### src/rtl/spi_slave_if.sv
// Bus-side bundle of the SPI target: transmit buffer load,
// receive register / DMA pop and status pulses.
interface spi_slave_if;
  logic [7:0] tx_data;
  logic       tx_valid;
  logic       tx_ready;
  logic [7:0] rx_data;
  logic       rx_valid;
  logic       dma_request;
  logic       dma_ack;
  logic       rx_overrun;
  logic       tx_underrun;

  modport master (
    output tx_data,
    output tx_valid,
    input  tx_ready,
    input  rx_data,
    input  rx_valid,
    input  dma_request,
    output dma_ack,
    input  rx_overrun,
    input  tx_underrun
  );

  modport slave (
    input  tx_data,
    input  tx_valid,
    output tx_ready,
    output rx_data,
    output rx_valid,
    output dma_request,
    input  dma_ack,
    output rx_overrun,
    output tx_underrun
  );
endinterface

### src/rtl/spi_slave.sv
// SPI mode-0 target with oversampled pins, 1-entry rx/tx buffers.
// Define SPI_SLAVE_LSB_FIRST_EN for LSB-first bit order.
module spi_slave #(
  parameter int         SYNC_STAGES = 2,
  parameter logic [7:0] IDLE_BYTE   = 8'hFF
) (
  input  logic clk,
  input  logic reset,
  input  logic sclk,
  input  logic cs_n,
  input  logic mosi,
  output logic miso,
  output logic miso_oe,
  spi_slave_if.slave bus
);

  logic [SYNC_STAGES-1:0] sclk_sync;
  logic [SYNC_STAGES-1:0] cs_sync;
  logic [SYNC_STAGES-1:0] mosi_sync;
  logic sclk_q, cs_q, mosi_q;
  logic sclk_d, cs_d;

  logic [2:0] bit_cnt;
  logic [7:0] rx_sr, tx_sr, tx_buf;
  logic [7:0] rx_next, tx_shift;
  logic [7:0] rx_data_r;
  logic       tx_full, rx_valid_r;
  logic       overrun_r, underrun_r;

  logic rise, fall, cs_fall, cs_rise;
  logic load, byte_done;

  assign sclk_q = sclk_sync[SYNC_STAGES-1];
  assign cs_q   = cs_sync[SYNC_STAGES-1];
  assign mosi_q = mosi_sync[SYNC_STAGES-1];

  // sclk edges only count while selected
  assign rise    = sclk_q & ~sclk_d & ~cs_q;
  assign fall    = ~sclk_q & sclk_d & ~cs_q;
  assign cs_fall = ~cs_q & cs_d;
  assign cs_rise = cs_q & ~cs_d;

  assign load      = cs_fall | (fall & (bit_cnt == 3'd0));
  assign byte_done = rise & (bit_cnt == 3'd7);

`ifdef SPI_SLAVE_LSB_FIRST_EN
  assign rx_next  = {mosi_q, rx_sr[7:1]};
  assign tx_shift = {1'b0, tx_sr[7:1]};
  assign miso     = tx_sr[0];
`else
  assign rx_next  = {rx_sr[6:0], mosi_q};
  assign tx_shift = {tx_sr[6:0], 1'b0};
  assign miso     = tx_sr[7];
`endif

  assign miso_oe          = ~cs_q;
  assign bus.tx_ready     = ~tx_full;
  assign bus.rx_data      = rx_data_r;
  assign bus.rx_valid     = rx_valid_r;
  assign bus.dma_request  = rx_valid_r;
  assign bus.rx_overrun   = overrun_r;
  assign bus.tx_underrun  = underrun_r;

  always_ff @(posedge clk or negedge reset) begin
    if (!reset) begin
      sclk_sync  <= '0;
      cs_sync    <= '1;
      mosi_sync  <= '0;
      sclk_d     <= 1'b0;
      cs_d       <= 1'b1;
      bit_cnt    <= 3'd0;
      rx_sr      <= 8'h00;
      tx_sr      <= 8'h00;
      tx_buf     <= 8'h00;
      tx_full    <= 1'b0;
      rx_data_r  <= 8'h00;
      rx_valid_r <= 1'b0;
      overrun_r  <= 1'b0;
      underrun_r <= 1'b0;
    end else begin
      sclk_sync <= {sclk_sync[SYNC_STAGES-2:0], sclk};
      cs_sync   <= {cs_sync[SYNC_STAGES-2:0], cs_n};
      mosi_sync <= {mosi_sync[SYNC_STAGES-2:0], mosi};
      sclk_d    <= sclk_q;
      cs_d      <= cs_q;
      overrun_r  <= 1'b0;
      underrun_r <= 1'b0;

      if (bus.tx_valid && !tx_full) begin
        tx_buf  <= bus.tx_data;
        tx_full <= 1'b1;
      end

      // a load only ever consumes a byte that was already buffered
      if (load) begin
        if (tx_full) begin
          tx_sr   <= tx_buf;
          tx_full <= 1'b0;
        end else begin
          tx_sr      <= IDLE_BYTE;
          underrun_r <= 1'b1;
        end
      end else if (fall) begin
        tx_sr <= tx_shift;
      end

      if (cs_fall || cs_rise) begin
        bit_cnt <= 3'd0;
        rx_sr   <= 8'h00;
      end else if (rise) begin
        rx_sr   <= rx_next;
        bit_cnt <= bit_cnt + 3'd1;
      end

      if (bus.dma_ack)
        rx_valid_r <= 1'b0;

      if (byte_done) begin
        if (!rx_valid_r || bus.dma_ack) begin
          rx_data_r  <= rx_next;
          rx_valid_r <= 1'b1;
        end else begin
          overrun_r <= 1'b1;
        end
      end
    end
  end

endmodule

### src/flat_wrapper.sv
// flat-port wrapper written by rule: the top's interface ports become plain ports
module spi_slave_flat 
#(
  parameter int         SYNC_STAGES = 2,
  parameter logic [7:0] IDLE_BYTE   = 8'hFF
)
  (clk, reset, sclk, cs_n, mosi, miso, miso_oe, bus_tx_data, bus_tx_valid, bus_tx_ready, bus_rx_data, bus_rx_valid, bus_dma_request, bus_dma_ack, bus_rx_overrun, bus_tx_underrun);
  spi_slave_if bus_i ();
  input  logic clk;
  input  logic reset;
  input  logic sclk;
  input  logic cs_n;
  input  logic mosi;
  output logic miso;
  output logic miso_oe;
  input wire logic [$bits(bus_i.tx_data)-1:0] bus_tx_data;
  input wire logic [$bits(bus_i.tx_valid)-1:0] bus_tx_valid;
  output wire logic [$bits(bus_i.tx_ready)-1:0] bus_tx_ready;
  output wire logic [$bits(bus_i.rx_data)-1:0] bus_rx_data;
  output wire logic [$bits(bus_i.rx_valid)-1:0] bus_rx_valid;
  output wire logic [$bits(bus_i.dma_request)-1:0] bus_dma_request;
  input wire logic [$bits(bus_i.dma_ack)-1:0] bus_dma_ack;
  output wire logic [$bits(bus_i.rx_overrun)-1:0] bus_rx_overrun;
  output wire logic [$bits(bus_i.tx_underrun)-1:0] bus_tx_underrun;
  assign bus_i.tx_data = bus_tx_data;
  assign bus_i.tx_valid = bus_tx_valid;
  assign bus_tx_ready = bus_i.tx_ready;
  assign bus_rx_data = bus_i.rx_data;
  assign bus_rx_valid = bus_i.rx_valid;
  assign bus_dma_request = bus_i.dma_request;
  assign bus_i.dma_ack = bus_dma_ack;
  assign bus_rx_overrun = bus_i.rx_overrun;
  assign bus_tx_underrun = bus_i.tx_underrun;
  spi_slave #(.SYNC_STAGES(SYNC_STAGES), .IDLE_BYTE(IDLE_BYTE)) u_core (.clk(clk), .reset(reset), .sclk(sclk), .cs_n(cs_n), .mosi(mosi), .miso(miso), .miso_oe(miso_oe), .bus(bus_i));
endmodule
### config.mk
export PLATFORM = sky130hd
export DESIGN_NAME = spi_slave_flat
export DESIGN_NICKNAME = d
export VERILOG_FILES = /design/src/rtl/spi_slave_if.sv /design/src/rtl/spi_slave.sv /design/src/flat_wrapper.sv
export SDC_FILE = /design/constraint.sdc
export NUM_CORES = 1
export LEC_CHECK = 0
export BUFFER_PORTS_ARGS = -buffer_cell sky130_fd_sc_hd__buf_2
export CORE_MARGIN = 2
export CORE_UTILIZATION = 50
export DETAILED_ROUTE_END_ITERATION = 16
export GPL_TIMING_DRIVEN = 0
export PLACE_DENSITY_LB_ADDON = 0.05
export SLEW_MARGIN = 30
export SYNTH_ARGS = -nofsm -noshare
export SYNTH_HDL_FRONTEND = slang
export SYNTH_SLANG_ARGS = --single-unit
### constraint.sdc
create_clock -name clk -period 2 [get_ports clk]
set_clock_uncertainty 0.05 [all_clocks]
set_input_delay 0.2 -clock clk [delete_from_list [all_inputs] [get_ports clk]]
set_output_delay 0.2 -clock clk [all_outputs]
set_load 0.02 [all_outputs]
==> results by group <==
Global routing
  – First-pass GRT wire length: 5.602 mm
  – Largest net degree at the start of global routing: 47
  – GRT Overall Usage: 17.42%
  – Gr ovfl total: 0
  – Vias in the first global route: 1,205
  – Antenna violations before repair: 0

Min path
  – Type of the tightest min-delay check: in -> reg
  – Hold Path Depth: 2

Synthesis
  – Synthesized area per cell: 13.50 sq um
  – #FFs+latches synth: 46
  – Register area share after synthesis: 59.40%
  – Post-Syn Nets: 163
  – Post-synth cell types: 26
  – Synth Warn #: 0
  – Mapped Cells: 144
  – Area of the mapped netlist: 0.001944 sq mm

Finish
  – Final std cells w/o fill: 231
  – Nets: 201
  – # diodes: 0
  – Fillers: 320
  – Area occupied by registers: 0.001155 sq mm
  – Multi-input gate area: 726.9 sq um
  – Layout cells sized above 1: 38.25%
  – Commonest non-fill, non-tap cell in the layout: dfrtp_1
  – Commonest non-fill, non-tap cells in the layout: 43 x dfrtp_1, 30 x buf_2, 16 x mux2_2, 10 x nor2b_1
  – Synthesis-to-finish area growth: 18.34%

Placed design
  – I/O Buffers: 29
  – Placed Cells: 221
  – Post-DP HPWL: 2.181 mm
  – Final Wtd Congestion: 0.7181
  – Pre-CTS WS: 0.005479 ns

Clock tree
  – CTS Buf Count: 5
  – H-tree lvl count: 2
  – Post-CTS Setup Bufs: 0
  – Clock Latency Late Sink: 0.30 ns
  – CTS tree: yes
  – Root Buffer: clkbuf_8
  – Clock sink count: 46
  – CTS Buffer Depth: 2
  – CTS clk-pin slew, worst paths: 0.08 ns

Timing
  – Final min period: 1.788 ns
  – Hold violation count in the final report: 0
  – RSZ-0062 raised after global routing: no
  – Max-slew headroom: 63.45%
  – Hold WS: 0.07762 ns
  – Final period util: 89.40%
  – Slew @ Worst Pin: 0.5482 ns
  – Setup Viol. Count Final: 0
  – Fmax: 0.5593 GHz
  – Final worst slack: 0.2120 ns
  – Max Slew Vio Count: 0
  – Setup TNS: 0 ns

Worst setup path
  – CP required: 2.15 ns
  – Critical path class: reg -> reg
  – CP Max Fanout: 18
  – Startpoint types: flip-flop
  – R2R cell count: 5
  – Worst endpoint data arrival time: 1.94 ns
  – Crit path capture type: flip-flop

Route
  – Drt pass-1 iters: 4
  – Final wirelength: 3.145 mm
  – Initial DRC count: 59
  – Vias per cell: 5.229
  – Routed wire per std cell: 13.61 um
  – DRT antenna net count: 0
  – DR DRC count: 0
  – Total number of vias: 1,208

Run status
  – Outcome: complete, no violations

Power
  – Max VDD drop: 575.1 uV
  – PD cells: 938.7 mW/mm^2
  – Lkg Pwr: 0.001072 uW

Die
  – Row count: 22
  – # IOs: 30
  – Core area: 0.003689 sq mm
  – Die H: 66.36 um
  – Die area: 0.004404 sq mm
  – Starting Density: 52.71%
  – Die Wd: 66.36 um

Run
  – Max-cap violations: 0
[kinds of logic (layout without fill, tap and decap cells)]
family | count (synthesis) | count (layout) | share of synthesized area (%)
flip-flops | 46 | 46 | 59.40
AND/OR/NAND/NOR | 38 | 38 | 11.97
multiplexers | 25 | 25 | 13.90
AO/OA/AOI/OAI | 17 | 17 | 8.494
buffers and inverters | 13 | 52 | 3.218
adder cells (fa/ha/maj) | 4 | 4 | 2.574
XOR/XNOR | 1 | 1 | 0.4505
[layout make-up]
| cell class | count | share of cell area (%) |
|---|---|---|
| clock inverter | 1 | 1.305 |
| inverter | 5 | 0.8157 |
| timing repair buffer | 33 | 8.157 |
| sequential | 46 | 50.19 |
| tap | 48 | 2.610 |
| buffer | 6 | 1.577 |
| clock buffer | 7 | 3.752 |
| multi-input combinational | 85 | 31.59 |
[worst max-delay path, cell delays in order, from the launching register on]
cell and delay, ns:
dfstp_2 0.52, ha_1 0.34, inv_2 0.21, and2_1 0.19, buf_6 0.15, o31ai_2 0.24
[per-layer routing]
metal	track usage [%]	wire, um
met3	3.918	166
met2	26.75	1453
met5	0	0
met1	22.70	1487
met4	9.949	37
[per-stage QoR]
step,utilization [%],total power (uW),instance area [sq um]
final,62.38,2160,2301
after global routing,62.38,2280,2301
after CTS,62.14,2189,2292
after detailed placement,58.28,1481,2150
after global placement,58.28,1461,2150
after floorplan,-,1373,1944
[report_power, final]
part / switching [uW] / internal, uW
clock network: 292 / 407
logic: 174 / 166
registers: 68.5 / 1050
total: 535 / 1620
[what timing repair did]
| item | CTS | global route |
|---|---|---|
| endpoints found under the hold margin | 3 | 43 |
| hold buffers | 3 | 1 |
| resized for setup | 0 | 0 |
| endpoints found under the setup margin | 1 | 9 |
[registers in the layout (all words and copies together) (netlist names)]
signal                  count
u_core.bus.rx_data          8
u_core.tx_buf               8
u_core.tx_sr                8
u_core.rx_sr                7
u_core.bit_cnt              3
u_core.cs_sync              2
u_core.mosi_sync            2
u_core.sclk_sync            2
u_core.bus.dma_request      1
u_core.bus.rx_overrun       1
u_core.bus.tx_underrun      1
u_core.cs_d                 1
u_core.sclk_d               1
u_core.tx_full              1
[cells in the mapped netlist]
| cell | n | share of area, % |
|---|---|---|
| o21ai_1 | 1 | 0.26 |
| buf_6 | 1 | 0.58 |
| nand3_1 | 9 | 2.3 |
| clkbuf_1 | 4 | 0.77 |
| nor3_1 | 1 | 0.26 |
| buf_2 | 2 | 0.51 |
| inv_2 | 2 | 0.39 |
| mux2i_1 | 9 | 4.6 |
| ha_1 | 4 | 2.6 |
| nor3b_2 | 1 | 0.64 |
| buf_4 | 1 | 0.39 |
| nor2b_1 | 10 | 3.2 |
| nand2b_1 | 2 | 0.64 |
| dfrtp_1 | 43 | 55 |
| a211oi_1 | 7 | 2.7 |
| o31ai_2 | 8 | 5.1 |
| or3b_1 | 1 | 0.45 |
| xnor2_1 | 1 | 0.45 |
| nand2_1 | 2 | 0.39 |
| inv_1 | 3 | 0.58 |
| nor3b_1 | 7 | 2.7 |
| mux2_2 | 16 | 9.3 |
| o21bai_1 | 1 | 0.39 |
| and2_1 | 3 | 0.97 |
| dfstp_2 | 3 | 4.1 |
| nor2_1 | 2 | 0.39 |
[path summary, 6_finish.rpt]
kind,startpoint,end,slack [ns]
worst max-delay path,u_core.cs_d,u_core.tx_sr[4],0.21
worst min-delay path,bus_tx_data[0],u_core.tx_buf[0],0.08
worst max register to register,u_core.cs_d,u_core.tx_sr[4],0.21
worst min register to register,u_core.sclk_sync[0],u_core.sclk_sync[1],0.30
max in group asynchronous,reset,u_core.cs_sync[1],1.14
min in group asynchronous,reset,u_core.bus.rx_data[7],0.38
(Power assumes the default switching activity.)
